==> src/rtl/nbank_pp_pkg.sv <==
// nbank_pp_pkg
// Shared definitions for the N-bank ping-pong buffer:
//   - bank_state_t : per-bank lifecycle (EMPTY -> FILLING -> FULL -> EMPTY)
//   - default values for DATA_WIDTH / DEPTH / NUM_BANKS
//   - pp_bank_w()  : bank index width, never less than one bit
package nbank_pp_pkg;

    typedef enum logic [1:0] {
        EMPTY   = 2'd0,
        FILLING = 2'd1,
        FULL    = 2'd2
    } bank_state_t;

    localparam int PP_DATA_WIDTH = 16;
    localparam int PP_DEPTH      = 8;
    localparam int PP_NUM_BANKS  = 2;

    function automatic int pp_bank_w(input int num_banks);
        return (num_banks > 2) ? $clog2(num_banks) : 1;
    endfunction

endpackage

==> src/rtl/nbank_pingpong_buffer_ram.sv <==
// pp_bank_ram
// Simple dual-port RAM for one bank: one synchronous write port and one
// registered read port. Contents are deliberately not reset.
// Ports:
//   clk   in  clock
//   we    in  write enable
//   waddr in  write address
//   wdata in  write word
//   re    in  read enable (rdata only updates when high)
//   raddr in  read address
//   rdata out registered read word
module pp_bank_ram #(
    parameter int DATA_WIDTH = 16,
    parameter int DEPTH      = 8
) (
    input  logic                     clk,
    input  logic                     we,
    input  logic [$clog2(DEPTH)-1:0] waddr,
    input  logic [DATA_WIDTH-1:0]    wdata,
    input  logic                     re,
    input  logic [$clog2(DEPTH)-1:0] raddr,
    output logic [DATA_WIDTH-1:0]    rdata
);

    logic [DATA_WIDTH-1:0] mem [DEPTH];
    logic [DATA_WIDTH-1:0] rdata_reg;

    always_ff @(posedge clk) begin
        if (we) begin
            mem[waddr] <= wdata;
        end
        if (re) begin
            rdata_reg <= mem[raddr];
        end
    end

    assign rdata = rdata_reg;

endmodule

==> src/rtl/nbank_pingpong_buffer.sv <==
// nbank_pingpong_buffer
// Rotating multi-bank buffer: a producer fills banks in order, a consumer
// reads any word of the oldest full bank as often as it likes and then
// releases it with rd_done, returning the bank to the producer.
// Optional feature: define PP_ERR_EN to add a sticky err output flagging
// rd_en / rd_done issued while no bank is readable.
// Ports:
//   clk, rst       clock, asynchronous active-high reset
//   wr_valid/ready write handshake, wr_data write word
//   rd_valid       current read bank is full
//   rd_en, rd_addr read request and word address
//   rd_data        read word, rd_data_valid one cycle after an accepted read
//   rd_done        release the current read bank
//   wr_bank, rd_bank, full_count  status
//   err            (PP_ERR_EN only) sticky misuse flag
module nbank_pingpong_buffer
    import nbank_pp_pkg::*;
#(
    parameter int DATA_WIDTH = PP_DATA_WIDTH,
    parameter int DEPTH      = PP_DEPTH,
    parameter int NUM_BANKS  = PP_NUM_BANKS
) (
    input  logic                                  clk,
    input  logic                                  rst,
    input  logic                                  wr_valid,
    output logic                                  wr_ready,
    input  logic [DATA_WIDTH-1:0]                 wr_data,
    output logic                                  rd_valid,
    input  logic                                  rd_en,
    input  logic [$clog2(DEPTH)-1:0]              rd_addr,
    output logic [DATA_WIDTH-1:0]                 rd_data,
    output logic                                  rd_data_valid,
    input  logic                                  rd_done,
    output logic [pp_bank_w(NUM_BANKS)-1:0]       wr_bank,
    output logic [pp_bank_w(NUM_BANKS)-1:0]       rd_bank,
    output logic [$clog2(NUM_BANKS+1)-1:0]        full_count
`ifdef PP_ERR_EN
    ,
    output logic                                  err
`endif
);

    localparam int ADDR_W = $clog2(DEPTH);
    localparam int BANK_W = pp_bank_w(NUM_BANKS);
    localparam int CNT_W  = $clog2(NUM_BANKS + 1);

    logic [BANK_W-1:0]     wr_ptr_reg;
    logic [BANK_W-1:0]     rd_ptr_reg;
    logic [ADDR_W-1:0]     wr_addr_reg;
    logic [CNT_W-1:0]      full_count_reg;

    // Read-path bookkeeping: which bank's RAM register holds the last word,
    // whether the last accepted read was out of range, and whether any read
    // has landed since reset (RAM registers themselves are not reset).
    logic [BANK_W-1:0]     rd_sel_reg;
    logic                  rd_zero_reg;
    logic                  rd_have_reg;
    logic                  rd_data_valid_reg;

    logic [NUM_BANKS-1:0]  bank_full;
    logic [DATA_WIDTH-1:0] ram_q [NUM_BANKS];

    logic                  wr_fire;
    logic                  wr_last;
    logic                  rd_fire;
    logic                  rd_release;
    logic                  rd_oob;
    logic [ADDR_W:0]       rd_addr_ext;

    assign wr_ready    = ~bank_full[wr_ptr_reg];
    assign rd_valid    = bank_full[rd_ptr_reg];
    assign wr_fire     = wr_valid & wr_ready;
    assign wr_last     = (wr_addr_reg == ADDR_W'(DEPTH - 1));
    assign rd_fire     = rd_en & rd_valid;
    assign rd_release  = rd_done & rd_valid;
    assign rd_addr_ext = {1'b0, rd_addr};
    assign rd_oob      = (rd_addr_ext >= (ADDR_W + 1)'(DEPTH));

    // Per-bank state machine and storage. Writes only target non-full banks
    // and releases only full banks, so the two never hit one bank together.
    genvar gi;
    generate
        for (gi = 0; gi < NUM_BANKS; gi++) begin : g_bank
            bank_state_t state_reg;
            logic        bank_we;
            logic        bank_re;

            assign bank_we = wr_fire & (wr_ptr_reg == BANK_W'(gi));
            assign bank_re = rd_fire & ~rd_oob & (rd_ptr_reg == BANK_W'(gi));
            assign bank_full[gi] = (state_reg == FULL);

            always_ff @(posedge clk or posedge rst) begin
                if (rst) begin
                    state_reg <= EMPTY;
                end else if (bank_we) begin
                    state_reg <= wr_last ? FULL : FILLING;
                end else if (rd_release && (rd_ptr_reg == BANK_W'(gi))) begin
                    state_reg <= EMPTY;
                end
            end

            pp_bank_ram #(
                .DATA_WIDTH(DATA_WIDTH),
                .DEPTH     (DEPTH)
            ) u_ram (
                .clk  (clk),
                .we   (bank_we),
                .waddr(wr_addr_reg),
                .wdata(wr_data),
                .re   (bank_re),
                .raddr(rd_addr),
                .rdata(ram_q[gi])
            );
        end
    endgenerate

    // Write pointer / address
    always_ff @(posedge clk or posedge rst) begin
        if (rst) begin
            wr_ptr_reg  <= '0;
            wr_addr_reg <= '0;
        end else if (wr_fire) begin
            if (wr_last) begin
                wr_addr_reg <= '0;
                wr_ptr_reg  <= (wr_ptr_reg == BANK_W'(NUM_BANKS - 1)) ?
                               '0 : wr_ptr_reg + BANK_W'(1);
            end else begin
                wr_addr_reg <= wr_addr_reg + ADDR_W'(1);
            end
        end
    end

    // Read pointer, read-data tracking and full bank count
    always_ff @(posedge clk or posedge rst) begin
        if (rst) begin
            rd_ptr_reg        <= '0;
            rd_sel_reg        <= '0;
            rd_zero_reg       <= 1'b0;
            rd_have_reg       <= 1'b0;
            rd_data_valid_reg <= 1'b0;
            full_count_reg    <= '0;
        end else begin
            rd_data_valid_reg <= rd_fire;
            if (rd_fire) begin
                rd_sel_reg  <= rd_ptr_reg;
                rd_zero_reg <= rd_oob;
                rd_have_reg <= 1'b1;
            end
            if (rd_release) begin
                rd_ptr_reg <= (rd_ptr_reg == BANK_W'(NUM_BANKS - 1)) ?
                              '0 : rd_ptr_reg + BANK_W'(1);
            end
            // Net change when a bank completes and another is released together
            if (wr_fire && wr_last && !rd_release) begin
                full_count_reg <= full_count_reg + CNT_W'(1);
            end else if (rd_release && !(wr_fire && wr_last)) begin
                full_count_reg <= full_count_reg - CNT_W'(1);
            end
        end
    end

    assign rd_data       = (rd_have_reg && !rd_zero_reg) ? ram_q[rd_sel_reg] : '0;
    assign rd_data_valid = rd_data_valid_reg;
    assign wr_bank       = wr_ptr_reg;
    assign rd_bank       = rd_ptr_reg;
    assign full_count    = full_count_reg;

`ifdef PP_ERR_EN
    logic err_reg;

    always_ff @(posedge clk or posedge rst) begin
        if (rst) begin
            err_reg <= 1'b0;
        end else if ((rd_en || rd_done) && !rd_valid) begin
            err_reg <= 1'b1;
        end
    end

    assign err = err_reg;
`endif

endmodule

==> config.mk <==
export PLATFORM = sky130hd
export DESIGN_NAME = nbank_pingpong_buffer
export DESIGN_NICKNAME = d
export VERILOG_FILES = /design/src/rtl/nbank_pp_pkg.sv /design/src/rtl/nbank_pingpong_buffer_ram.sv /design/src/rtl/nbank_pingpong_buffer.sv
export SDC_FILE = /design/constraint.sdc
export NUM_CORES = 1
export LEC_CHECK = 0
export ABC_AREA = 0
export ABC_CLOCK_PERIOD_IN_PS = 2900
export BUFFER_PORTS_ARGS = -buffer_cell sky130_fd_sc_hd__buf_2
export CAP_MARGIN = 20
export CORE_UTILIZATION = 45
export CTS_CLUSTER_SIZE = 20
export DETAILED_ROUTE_END_ITERATION = 8
export GPL_TIMING_DRIVEN = 0
export PLACE_DENSITY = 0.61
export SYNTH_ARGS = -nofsm -noshare
export SYNTH_HDL_FRONTEND = slang
export SYNTH_SLANG_ARGS = --single-unit
==> constraint.sdc <==
create_clock -name clk -period 2.9 [get_ports clk]
set_input_delay 0.29 -clock clk [delete_from_list [all_inputs] [get_ports clk]]
set_output_delay 0.29 -clock clk [all_outputs]
set_load 0.01 [all_outputs]
==> impl_metrics.py <==
metrics = {
    "run_status": {
        "outcome": "finished clean",
    },
    "critical_path": {
        "r2r_cells": 4,
        "critPathRequiredTime_ps": 3060,
        "crit_arrival_ps": 2790,
        "start_kind": "register",
        "max_stage_delay_ps": 930,
        "cp_max_fo": 16,
        "critPathKind": "register to register",
        "slowest_stage": "and3_1",
        "critPathCaptureType": "register",
        "crit_path_cell_trace": "clkbuf_1, inv_1, nor2_1, and3_1",
    },
    "floorplan": {
        "std_cell_rows": 58,
        "io_pins": 47,
        "start_util": 0.463,
        "coreArea_um2": 25500,
        "die_h_um": 164,
        "fp.dieW_um": 164,
        "dieArea_um2": 26900,
    },
    "detailed_routing": {
        "viasPerCell": 5.60,
        "drt-initial-drc-count": 480,
        "ant_nets": 0,
        "wl_per_cell_um": 24.9,
        "drt-pass1-iter-count": 5,
        "num_vias": 5485,
        "route.detailed.drc": 0,
        "drt-total-wl_um": 24400,
    },
    "clocking": {
        "clockRootBuffer": "clkbuf_16",
        "cts_buffers": 30,
        "cts_setup_buffers": 0,
        "post_cts_resized": 0,
        "htreeDepth": 1,
        "clockBufferDepth": 3,
        "ctsHoldBuffers": 2,
        "cts.sinks": 302,
        "cts_tree": "yes",
        "worst_skew_pair.late_latency_ps": 540,
        "clk_pin_slew_worst_paths_ps": 60,
    },
    "sta": {
        "tns_ps": 0,
        "rsz0062_at_grt": "no",
        "min_period_ps": 2630,
        "slew-limit-headroom": 0.249,
        "max_clock_freq_ghz": 0.380,
        "hold_slack_ps": 62.6,
        "setup_viol": 0,
        "setup_ws_ps": 272,
        "slew_viol_final": 0,
        "tightestPinTransition_ps": 1130,
        "fin_crit_sh": 0.906,
        "hold_viol_final": 0,
        "finClkSkew_ps": 7.57,
    },
    "final_layout": {
        "drive_gt1_frac": 0.287,
        "nets": 655,
        "seqCellArea_um2": 9000,
        "antenna_cells": 0,
        "syn_to_final_growth_pct": 16.2,
        "largest_reg_flops": 256,
        "multi_input_area_um2": 2720,
        "final.fill_count": 1963,
    },
    "power_and_ir_drop": {
        "sw_frac_of_total": 0.252,
        "pwr-share-comb": 0.155,
        "powerDensity_nw_per_um2": 775,
        "internal-power_w": 0.00794,
        "p_switching_w": 0.00268,
        "clockPowerShare": 0.334,
        "vdd_drop_max_uv": 427,
        "p_leak_nw": 4.57,
        "p_seq_frac": 0.511,
    },
    "global_routing": {
        "grtUsageTotal": 0.188,
        "overflow": 0,
        "grt_max_degree": 17,
        "grt_pass1_wl_um": 36000,
        "grt_antenna_before_repair": 0,
        "grt_pass1_vias": 5538,
    },
    "synth": {
        "syn_avg_cell_area_um2": 22.4,
        "ys.warnings.count": 0,
        "synthCells": 527,
        "synth_enable_flop_cells": 288,
        "synth.top_cell.area_share": 0.733,
        "async_flop_share": 0.0464,
        "yosysTopAreaCell": "edfxtp_1",
        "synth_nets": 554,
        "synth_cell_types": 30,
        "yosysMostFrequentCell": "edfxtp_1",
        "ys_seq_area_frac": 0.763,
        "synth_top_cells_by_count": "288 x edfxtp_1, 40 x mux4_1, 35 x mux2_2, 24 x mux4_2",
        "ys.flop_type": "edfxtp_1",
        "ys_ff_latch": 302,
        "ys_top_cells_by_area": "edfxtp_1 73%, mux4_1 8.9%, mux4_2 4.6%",
        "syn_area_um2": 11800,
    },
    "min_path": {
        "hold_class": "input pin to register",
        "min_path_cells": 3,
    },
    "placement": {
        "gp_congestion": 0.806,
        "dp_hpwl_um": 16000,
        "io_buffers": 43,
        "preCtsSetupSlack_ps": 219,
    },
    "job": {
        "maxCapViolations": 0,
    },
}
[worst max-delay path, delay by kind of cell, from the launching register on]
| family | cells | cell delay (ps) |
|---|---|---|
| flops | 1 | 350 |
| buf+inv | 2 | 760 |
| simple gates | 2 | 1120 |
[cell type report]
class / count / area share
Buffer: 24 / 0.0107
Timing Repair Buffer: 69 / 0.0388
Inverter: 2 / 0.000547
Sequential cell: 302 / 0.656
Multi-Input combinational cell: 199 / 0.198
Clock buffer: 38 / 0.0585
Clock inverter: 15 / 0.00684
Tap cell: 330 / 0.0301
[per-stage QoR]
step | cells | utilization | power, W | instance area (um^2)
6_report | 979 | 0.538 | 0.0106 | 13700
5_1_grt | 979 | 0.538 | 0.0110 | 13700
4_1_cts | 976 | 0.537 | 0.0107 | 13700
3_5_place_dp | 921 | 0.501 | 0.00717 | 12800
3_3_place_gp | 900 | 0.488 | 0.00694 | 12400
2_1_floorplan | 527 | - | 0.00641 | 11800
[power groups by stage]
| stage | Sequential (W) | Combinational (W) | Clock (W) |
|---|---|---|---|
| 6_report | 0.00543 | 0.00165 | 0.00355 |
| 5_1_grt | 0.00547 | 0.00178 | 0.00377 |
| 4_1_cts | 0.00543 | 0.00166 | 0.00361 |
| 3_5_place_dp | 0.00552 | 0.00165 | 0 |
| 3_3_place_gp | 0.00551 | 0.00144 | 0 |
| 2_1_floorplan | 0.00547 | 0.000932 | 0 |
[cells by family (layout without fill, tap and decap cells)]
| logic type | count (synthesis) | in the layout | share of synthesized area |
|---|---|---|---|
| AO/OA/AOI/OAI | 13 | 13 | 0.00626 |
| XOR/XNOR | 3 | 3 | 0.00223 |
| adder cells (fa/ha/maj) | 3 | 3 | 0.00318 |
| buffers and inverters | 26 | 148 | 0.0130 |
| flip-flops | 302 | 302 | 0.763 |
| multiplexers | 117 | 117 | 0.184 |
| AND/OR/NAND/NOR | 63 | 63 | 0.0292 |
[cells in the final DEF (no fill, tap or decap), drive strengths merged]
| cell | n |
|---|---|
| nor2b | 18 |
| nor4 | 2 |
| clkinv | 12 |
| nand2 | 6 |
| a21oi | 6 |
| nor3 | 10 |
| bufinv | 1 |
| nor2 | 9 |
| o21a | 1 |
| mux4 | 64 |
| nand3b | 1 |
| mux2 | 35 |
| edfxtp | 288 |
| o21ai | 3 |
| o22ai | 1 |
| nor3b | 1 |
| clkbuf | 45 |
| and2 | 3 |
| buf | 84 |
| xnor2 | 1 |
| dfrtp | 14 |
| nand2b | 6 |
| a21o | 2 |
| xor2 | 2 |
| dlygate4sd3 | 2 |
| mux2i | 18 |
| and3 | 5 |
| inv | 2 |
| clkinvlp | 2 |
| ha | 3 |
| nand3 | 2 |
[layer usage]
metal,up-vias,track usage,share of wire
met1,2880,0.255,0.43
met4,0,0.0362,0.012
met3,28,0.0346,0.052
met5,-,0,0
met2,168,0.320,0.51
li1,2409,-,-
[worst paths after layout]
kind                                 from                        end  slack, ps
setup / recovery           wr_addr_reg[2]  g_bank[1].u_ram.mem[5][5]        270
setup reg to reg           wr_addr_reg[2]  g_bank[1].u_ram.mem[5][5]        270
max in group asynchronous             rst              full_count[1]       2190
hold / removal                    rd_done                    rd_bank         60
min in group asynchronous             rst     g_bank[1].state_reg[0]        340
hold reg to reg             full_count[1]              full_count[1]        460
Power figures use the tool's default switching activity.
